`src/rtl/gsens_spi_ctrl.sv`:
```
// gsens_spi_ctrl: SPI mode-3 master that configures the accelerometer and streams X samples.
// Build option GSENS_INT_TRIG_EN: trigger reads from INT2 instead of the sample timer.
module gsens_spi_ctrl #(
    parameter int CLK_DIV       = 25,
    parameter int SAMPLE_PERIOD = 50000
) (
    input  logic       iCLK,
    input  logic       iRST,
    input  logic       iG_INT2,
    input  logic       iG_SDO,
    output logic       oG_CS_N,
    output logic       oG_SCLK,
    output logic       oG_SDI,
    output logic [9:0] oDIG,
    output logic       oDIG_VALID,
    output logic       oBUSY
);
    localparam int DW = $clog2(2 * CLK_DIV);
    localparam int EW = $clog2(2 * 24 + 2);
    localparam logic [EW-1:0] RD_LAST = EW'(2 * 24);
    localparam logic [EW-1:0] WR_LAST = EW'(2 * 16);
`ifdef GSENS_INT_TRIG_EN
    localparam logic [2:0] NCFG = 3'd4;
`else
    localparam logic [2:0] NCFG = 3'd2;
`endif

    typedef enum logic [2:0] {CFG, GAP, WAIT, READ, DONE} state_t;

    state_t          state;
    logic            active;
    logic [2:0]      cfg_idx;
    logic [DW-1:0]   div;
    logic [EW-1:0]   edge_cnt;
    logic [23:0]     sh;
    logic [15:0]     rx;
    logic            trig;
    logic [EW-1:0]   last_edge;

    function automatic logic [15:0] cfg_word(input logic [2:0] i);
        case (i)
            3'd0:    cfg_word = 16'h3100;
            3'd1:    cfg_word = 16'h2D08;
            3'd2:    cfg_word = 16'h2E80;
            default: cfg_word = 16'h2F80;
        endcase
    endfunction

    assign last_edge = (state == READ) ? RD_LAST : WR_LAST;

`ifdef GSENS_INT_TRIG_EN
    logic [1:0] int_sync;

    always_ff @(posedge iCLK or posedge iRST) begin
        if (iRST) int_sync <= 2'b00;
        else      int_sync <= {int_sync[0], iG_INT2};
    end

    assign trig = int_sync[1];
`else
    localparam int TW = (SAMPLE_PERIOD > 1) ? $clog2(SAMPLE_PERIOD) : 1;

    logic [TW-1:0] tmr;
    logic          int2_unused;

    assign int2_unused = iG_INT2;

    // Zero means a start is due; it stays there until WAIT services it.
    always_ff @(posedge iCLK or posedge iRST) begin
        if (iRST)
            tmr <= '0;
        else if (state == WAIT && tmr == '0)
            tmr <= TW'(SAMPLE_PERIOD - 1);
        else if (tmr != '0)
            tmr <= tmr - 1'b1;
    end

    assign trig = (tmr == '0);
`endif

    always_ff @(posedge iCLK or posedge iRST) begin
        if (iRST) begin
            state      <= CFG;
            active     <= 1'b0;
            cfg_idx    <= 3'd0;
            div        <= '0;
            edge_cnt   <= '0;
            sh         <= '0;
            rx         <= '0;
            oG_CS_N    <= 1'b1;
            oG_SCLK    <= 1'b1;
            oG_SDI     <= 1'b0;
            oDIG       <= '0;
            oDIG_VALID <= 1'b0;
            oBUSY      <= 1'b1;
        end else begin
            oDIG_VALID <= 1'b0;
            case (state)
                CFG, READ: begin
                    if (!active) begin
                        active   <= 1'b1;
                        oG_CS_N  <= 1'b0;
                        div      <= '0;
                        edge_cnt <= '0;
                        sh       <= (state == READ) ? 24'hF20000
                                                    : {cfg_word(cfg_idx), 8'h00};
                    end else if (div == DW'(CLK_DIV - 1)) begin
                        div      <= '0;
                        edge_cnt <= edge_cnt + 1'b1;
                        if (edge_cnt == last_edge) begin
                            oG_CS_N <= 1'b1;
                            active  <= 1'b0;
                            if (state == READ) begin
                                state <= DONE;
                            end else begin
                                state   <= GAP;
                                cfg_idx <= cfg_idx + 3'd1;
                            end
                        end else if (!edge_cnt[0]) begin
                            oG_SCLK <= 1'b0;
                            oG_SDI  <= sh[23];
                            sh      <= {sh[22:0], 1'b0};
                        end else begin
                            oG_SCLK <= 1'b1;
                            rx      <= {rx[14:0], iG_SDO};
                        end
                    end else begin
                        div <= div + 1'b1;
                    end
                end
                DONE: begin
                    // rx holds X0 in the upper byte, X1 in the lower byte
                    oDIG       <= {rx[1:0], rx[15:8]};
                    oDIG_VALID <= 1'b1;
                    div        <= '0;
                    state      <= GAP;
                end
                GAP: begin
                    if (div == DW'(2 * CLK_DIV - 1)) begin
                        div <= '0;
                        if (cfg_idx == NCFG) begin
                            state <= WAIT;
                            oBUSY <= 1'b0;
                        end else begin
                            state <= CFG;
                        end
                    end else begin
                        div <= div + 1'b1;
                    end
                end
                WAIT: begin
                    if (trig) begin
                        state <= READ;
                        oBUSY <= 1'b1;
                    end
                end
                default: state <= CFG;
            endcase
        end
    end
endmodule

```
`config.mk`:
```
export PLATFORM = sky130hd
export DESIGN_NAME = gsens_spi_ctrl
export DESIGN_NICKNAME = d
export VERILOG_FILES = /design/src/rtl/gsens_spi_ctrl.sv
export SDC_FILE = /design/constraint.sdc
export NUM_CORES = 1
export LEC_CHECK = 0
export CELL_PAD_IN_SITES_DETAIL_PLACEMENT = 1
export CELL_PAD_IN_SITES_GLOBAL_PLACEMENT = 2
export CORE_MARGIN = 4
export CORE_UTILIZATION = 40
export CTS_CLUSTER_DIAMETER = 120
export CTS_CLUSTER_SIZE = 12
export DETAILED_ROUTE_END_ITERATION = 8
export PLACE_DENSITY = 0.85
export SLEW_MARGIN = 20
export SYNTH_ARGS = -nofsm -noshare
export SYNTH_HDL_FRONTEND = slang
export SYNTH_SLANG_ARGS = --single-unit
```
`constraint.sdc`:
```
create_clock -name iCLK -period 3 [get_ports iCLK]
set_input_delay 0.6 -clock iCLK [delete_from_list [all_inputs] [get_ports iCLK]]
set_output_delay 0.6 -clock iCLK [all_outputs]
set_load 0.01 [all_outputs]
```
# == Yosys cells after proc, flatten, opt, wreduce, memory -nomap -nowiden ==
# Index checks and enable logic that the tools add are counted.
# word_totals
ff_bits,90
latch_bits,0
mem_bits_rw,0
romBits,0
inputBits,4
output_inout_bits,15
elab_cells,93
memories,0
# classes
add_sub_neg,4
multipliers,0
n_div,0
n_lt_le_gt_ge,0
n_eq_ne,19
n_shift,0
mux,35
bitwise_logic,3
reduce_logical,18
# op_table
cell,count
24-bit 2-to-1 mux,5
13-bit one-hot mux with 3 select lines,1
16-bit 2-to-1 mux,2
6-bit 2-to-1 mux,5
5-bit AND reduction,4
3-bit 2-to-1 mux,6
6-bit one-hot mux with 3 select lines,1
16-bit logical NOT,1
2-bit inequality test (second input constant),8
16-bit nonzero test,1
16-bit by 1-bit subtractor with 16-bit output (second input constant),1
6-bit by 1-bit adder with 6-bit output (second input constant),2
3-bit one-hot mux with 4 select lines,1
4-bit AND reduction,3
1-bit 2-to-1 mux,11
3-bit by 2-bit equality test with 1-bit output (second input constant),3
3-bit by 1-bit equality test with 1-bit output (second input constant),2
6-bit by 5-bit equality test with 1-bit output (second input constant),1
6-bit equality test,1
6-bit equality test (second input constant),1
3-bit logical NOT,2
5-bit 2-to-1 mux,1
2-bit by 1-bit inequality test with 1-bit output (second input constant),2
2-bit nonzero test,2
10 further kinds,12

# == Logic depth before layout (Yosys ltp) ==
# logic_depth
depth_word,7
ltp_mapped,9
mapped_depth_nobuf,7

# == Least setup slack after synthesis ==
# No wires, ideal clock.
# synth_timing
kind,reg-to-reg
from,reg div[0]
to,reg sh[11]
setup_ns,0.125
t_arrival_ns,1.936
required_ns,2.875
path_slack_ns,0.940
path_stages_with_launch,10
n_path_buf,2
synth_period_minus_slack_ns,2.060
cell_sequence,dfrtp_1 > inv_1 > ha_1 > and3b_1 > and2_1 > buf_2 > o211ai_1 > a21oi_2 > buf_2 > mux2_2
# synth_between
elab_chain_len,3
# synth_rtl
item,line,rtl
from (decl),33,logic [DW-1:0] div;
from (signal assigned),128,div <= div + 1'b1;
from (signal assigned),148,div <= div + 1'b1;
6-bit by 5-bit equality test with 1-bit output,107,end else if (div == DW'(CLK_DIV - 1)) begin
2-bit by 1-bit inequality test with 1-bit output (no source line),-,
4-bit AND reduction (no source line),-,
to (signal assigned),105,sh <= (state == READ) ? 24'hF20000
to (signal assigned),122,"sh <= {sh[22:0], 1'b0};"
to (decl),35,logic [23:0] sh;
# Every way passes these cells.
# A chain may end at the register's enable or synchronous reset.

# == Worst setup path in the final report ==
# layout_timing
from,reg div[1]
to,reg sh[17]
# The elaborated chain is that of the path after synthesis.

==> results.md <==
* Total chip power at 1.90 mW
* RSZ-0062 raised after global routing: false
* CP peak stage delay at 0.57 ns
* Critical path arrival at 2.76 ns
* Core outline area at 9420 um2
* Warning count from the yosys run at 0
* Largest net degree at the start of global routing at 54
* Kind of critical path: flip-flop to flip-flop
* # resized after CTS at 0
* Die H at 107 um
* Layout area overhead at 12.8%
* Status: finished clean
* Setup bufs post-CTS at 0
* # clock sinks at 79
* Period minus WS final at 2.53 ns
* Die ar. at 11500 um2
* TritonCTS buffer count at 9
* Endpoints failing hold at 0
* Final GP Congestion at 0.781
* Worst-path cell chain: inv_1 -> ha_1 -> and3b_1 -> and2_1 -> o211ai_1 -> a21oi_2 -> mux2_2
* Synth cell types at 58
* Cell count after synthesis at 355
* Slowest stage cell, crit path: a21oi_2
* Routed len/inst at 16.1 um
* NumNets Final at 389
* Clock root cell: clkbuf_8
* Mapped Nets at 369
* Cell Rows at 35
* Vias in the first global route at 2941
* CP endpoint kind: flip-flop
* Pleak at 2.15 nW
* Clock Tree Buf Depth at 2
* Global-route wire length before repair at 14800 um
* Syn Area/Cell at 11.1 um2
* #FFs+latches synth at 79
* Max_slew headroom at 0.545
* Hold Slack at 0.484 ns
* PwrDens at 429 nW/um2
* Worst Skew at 0.0125 ns
* Sum of negative setup slack at 0 ns
* FMAX at 396 MHz
* Initial Util at 0.418
* Crit path max fanout at 11
* Sequential area share after synthesis at 0.503
* First drt pass iteration count at 4
* Antenna Nets Post-Route at 0
* Max-cap violation count at 0
* Number of enable flip-flop cells after synthesis at 0
* Peak supply drop at 196 uV
* Fin crit share at 0.842
* N_diodes at 0
* WL final at 8210 um
* # hold bufs at CTS at 0
* Async set-reset flop share out of synthesis at 1.00
* Clock Latency Late Sink at 0.35 ns
* Slew at the pin closest to its max-slew limit at 0.682 ns
* Die width at 107 um
* Grt ovf at 0
* Final-report setup violation count at 0
* Fraction of layout cells with a size suffix above 1 at 0.184
* Worst EP required at 3.24 ns
* Clock Pin Slew Worst Setup and Hold Paths at 0.09 ns
* Total track usage at 0.162
* Vias at 2680
* Final HPWL DP at 5940 um
* Synth Flop Type: dfrtp_1
* Initial antenna violation count at 0
* Vias/cell at 5.27
* Initial DRC Count at 110
* Worst hold path class: flip-flop to flip-flop
* CTS tree: yes
* Port bufs at 17
* # DRC at 0
* Htree depth at 3
* Startpoint Class: flip-flop
* Mapped Area at 3940 um2
* # IOs at 19
* Slew Limit Fails at 0
## state kept, by name (all words and copies together) (netlist names)
signal      count
rx             16
tmr            16
sh             13
oDIG           10
div             6
edge_cnt        6
cfg_idx         3
state           3
active          1
oBUSY           1
oDIG_VALID      1
oG_CS_N         1
oG_SCLK         1
oG_SDI          1
## final timing paths
kind | slack (ns) | depth (start not counted) | endpoint | start
hold reg to reg | 0.48 | 2 | oG_SCLK$_DFFE_PP1P_ | oG_SCLK$_DFFE_PP1P_
max in group asynchronous | 1.71 | 3 | oG_SCLK$_DFFE_PP1P_ | iRST
setup reg to reg | 0.47 | 7 | sh[17]$_DFFE_PP0P_ | div[1]$_DFFE_PP0P_
setup / recovery | 0.47 | 7 | sh[17]$_DFFE_PP0P_ | div[1]$_DFFE_PP0P_
hold / removal | 0.48 | 2 | oG_SCLK$_DFFE_PP1P_ | oG_SCLK$_DFFE_PP1P_
min in group asynchronous | 0.61 | 2 | oDIG[5]$_DFFE_PP0P_ | iRST
## cell type report
class	count	area, um2
Timing Repair Buffer	23	228
Tap cell	129	161
Clock buffer	9	124
Fill cell	1054	4970
Sequential cell	79	1980
Multi-Input combinational cell	240	1790
Inverter	22	83.8
Clock inverter	7	77.6
## placed cells by master (no fill, tap or decap), types with 3 or more instances in the layout
cell / n
dfrtp_1: 76
a21o_1: 3
buf_4: 5
xnor2_1: 6
o221ai_1: 3
o21ai_0: 20
ha_1: 10
mux2_4: 9
or3_1: 4
nand4_1: 6
and2_1: 4
mux2_2: 25
xor2_1: 7
nand3_1: 4
o31ai_1: 3
nand2b_1: 5
nor2_1: 26
clkdlybuf4s50_1: 17
a211oi_1: 3
inv_1: 21
mux2i_1: 6
o2bb2ai_1: 4
dfstp_2: 3
a21oi_1: 13
and4_1: 3
nor4_2: 3
nor3_1: 13
inv_6: 3
nand2_1: 25
a31oi_1: 3
clkbuf_8: 9
## cells in the mapped netlist (2+ instances only)
library cell / n / area share
dfrtp_1: 76 / 0.48
nor2_1: 26 / 0.025
mux2_2: 25 / 0.071
nand2_1: 25 / 0.024
inv_1: 22 / 0.021
o21ai_0: 20 / 0.025
a21oi_1: 13 / 0.017
nor3_1: 13 / 0.017
ha_1: 10 / 0.032
mux2_4: 9 / 0.034
clkbuf_1: 8 / 0.0076
xor2_1: 7 / 0.016
mux2i_1: 6 / 0.015
nand4_1: 6 / 0.0095
xnor2_1: 6 / 0.013
nand2b_1: 5 / 0.0079
and2_1: 4 / 0.0064
nand3_1: 4 / 0.0051
o2bb2ai_1: 4 / 0.0089
or3_1: 4 / 0.0064
a211oi_1: 3 / 0.0057
a21o_1: 3 / 0.0057
a31oi_1: 3 / 0.0048
and4_1: 3 / 0.0067
buf_2: 3 / 0.0038
dfstp_2: 3 / 0.020
nor4_2: 3 / 0.0095
o221ai_1: 3 / 0.0067
o31ai_1: 3 / 0.0057
a22o_1: 2 / 0.0044
and3b_1: 2 / 0.0044
buf_6: 2 / 0.0057
nor3b_1: 2 / 0.0038
nor4_1: 2 / 0.0032
or4_1: 2 / 0.0038
## stage by stage
stage | instance area (um2) | worst slack [ns] | utilization | cells
after floorplan | 3940 | 0.382 | - | 355
after global placement | 4240 | 0.585 | 0.450 | 493
after detailed placement | 4240 | 0.504 | 0.450 | 493
after CTS | 4440 | 0.495 | 0.472 | 509
after global routing | 4440 | 0.350 | 0.472 | 509
final | 4440 | 0.474 | 0.472 | 509
## critical path: cells and delay by family, from the launching register on
family,cells,cell delay (ns)
compound gates,2,0.74
fa+ha+maj,1,0.14
simple gates,2,0.61
flops,1,0.40
buf+inv,1,0.10
mux,1,0.41
## logic make-up (layout without fill, tap and decap cells)
family	Yosys count	after routing	share of synthesized area
fa+ha+maj	10	10	0.0318
mux	41	41	0.124
buf+inv	36	61	0.0432
simple gates	112	112	0.158
compound gates	63	63	0.104
xor+xnor	14	14	0.0359
flops	79	79	0.503
## routing by layer
metal	up-vias	share of wire	global-route usage
met4	0	0.0071	0.0356
met2	26	0.49	0.269
met3	5	0.023	0.0397
li1	1294	-	-
met1	1355	0.48	0.213
met5	-	0	0
## report_power, final
group / switching [mW] / internal, mW / total, mW
logic: 0.0214 / 0.00604 / 0.0274
registers: 0.000684 / 1.06 / 1.07
clock network: 0.417 / 0.393 / 0.811
total: 0.439 / 1.46 / 1.90
(Power assumes the default switching activity.)
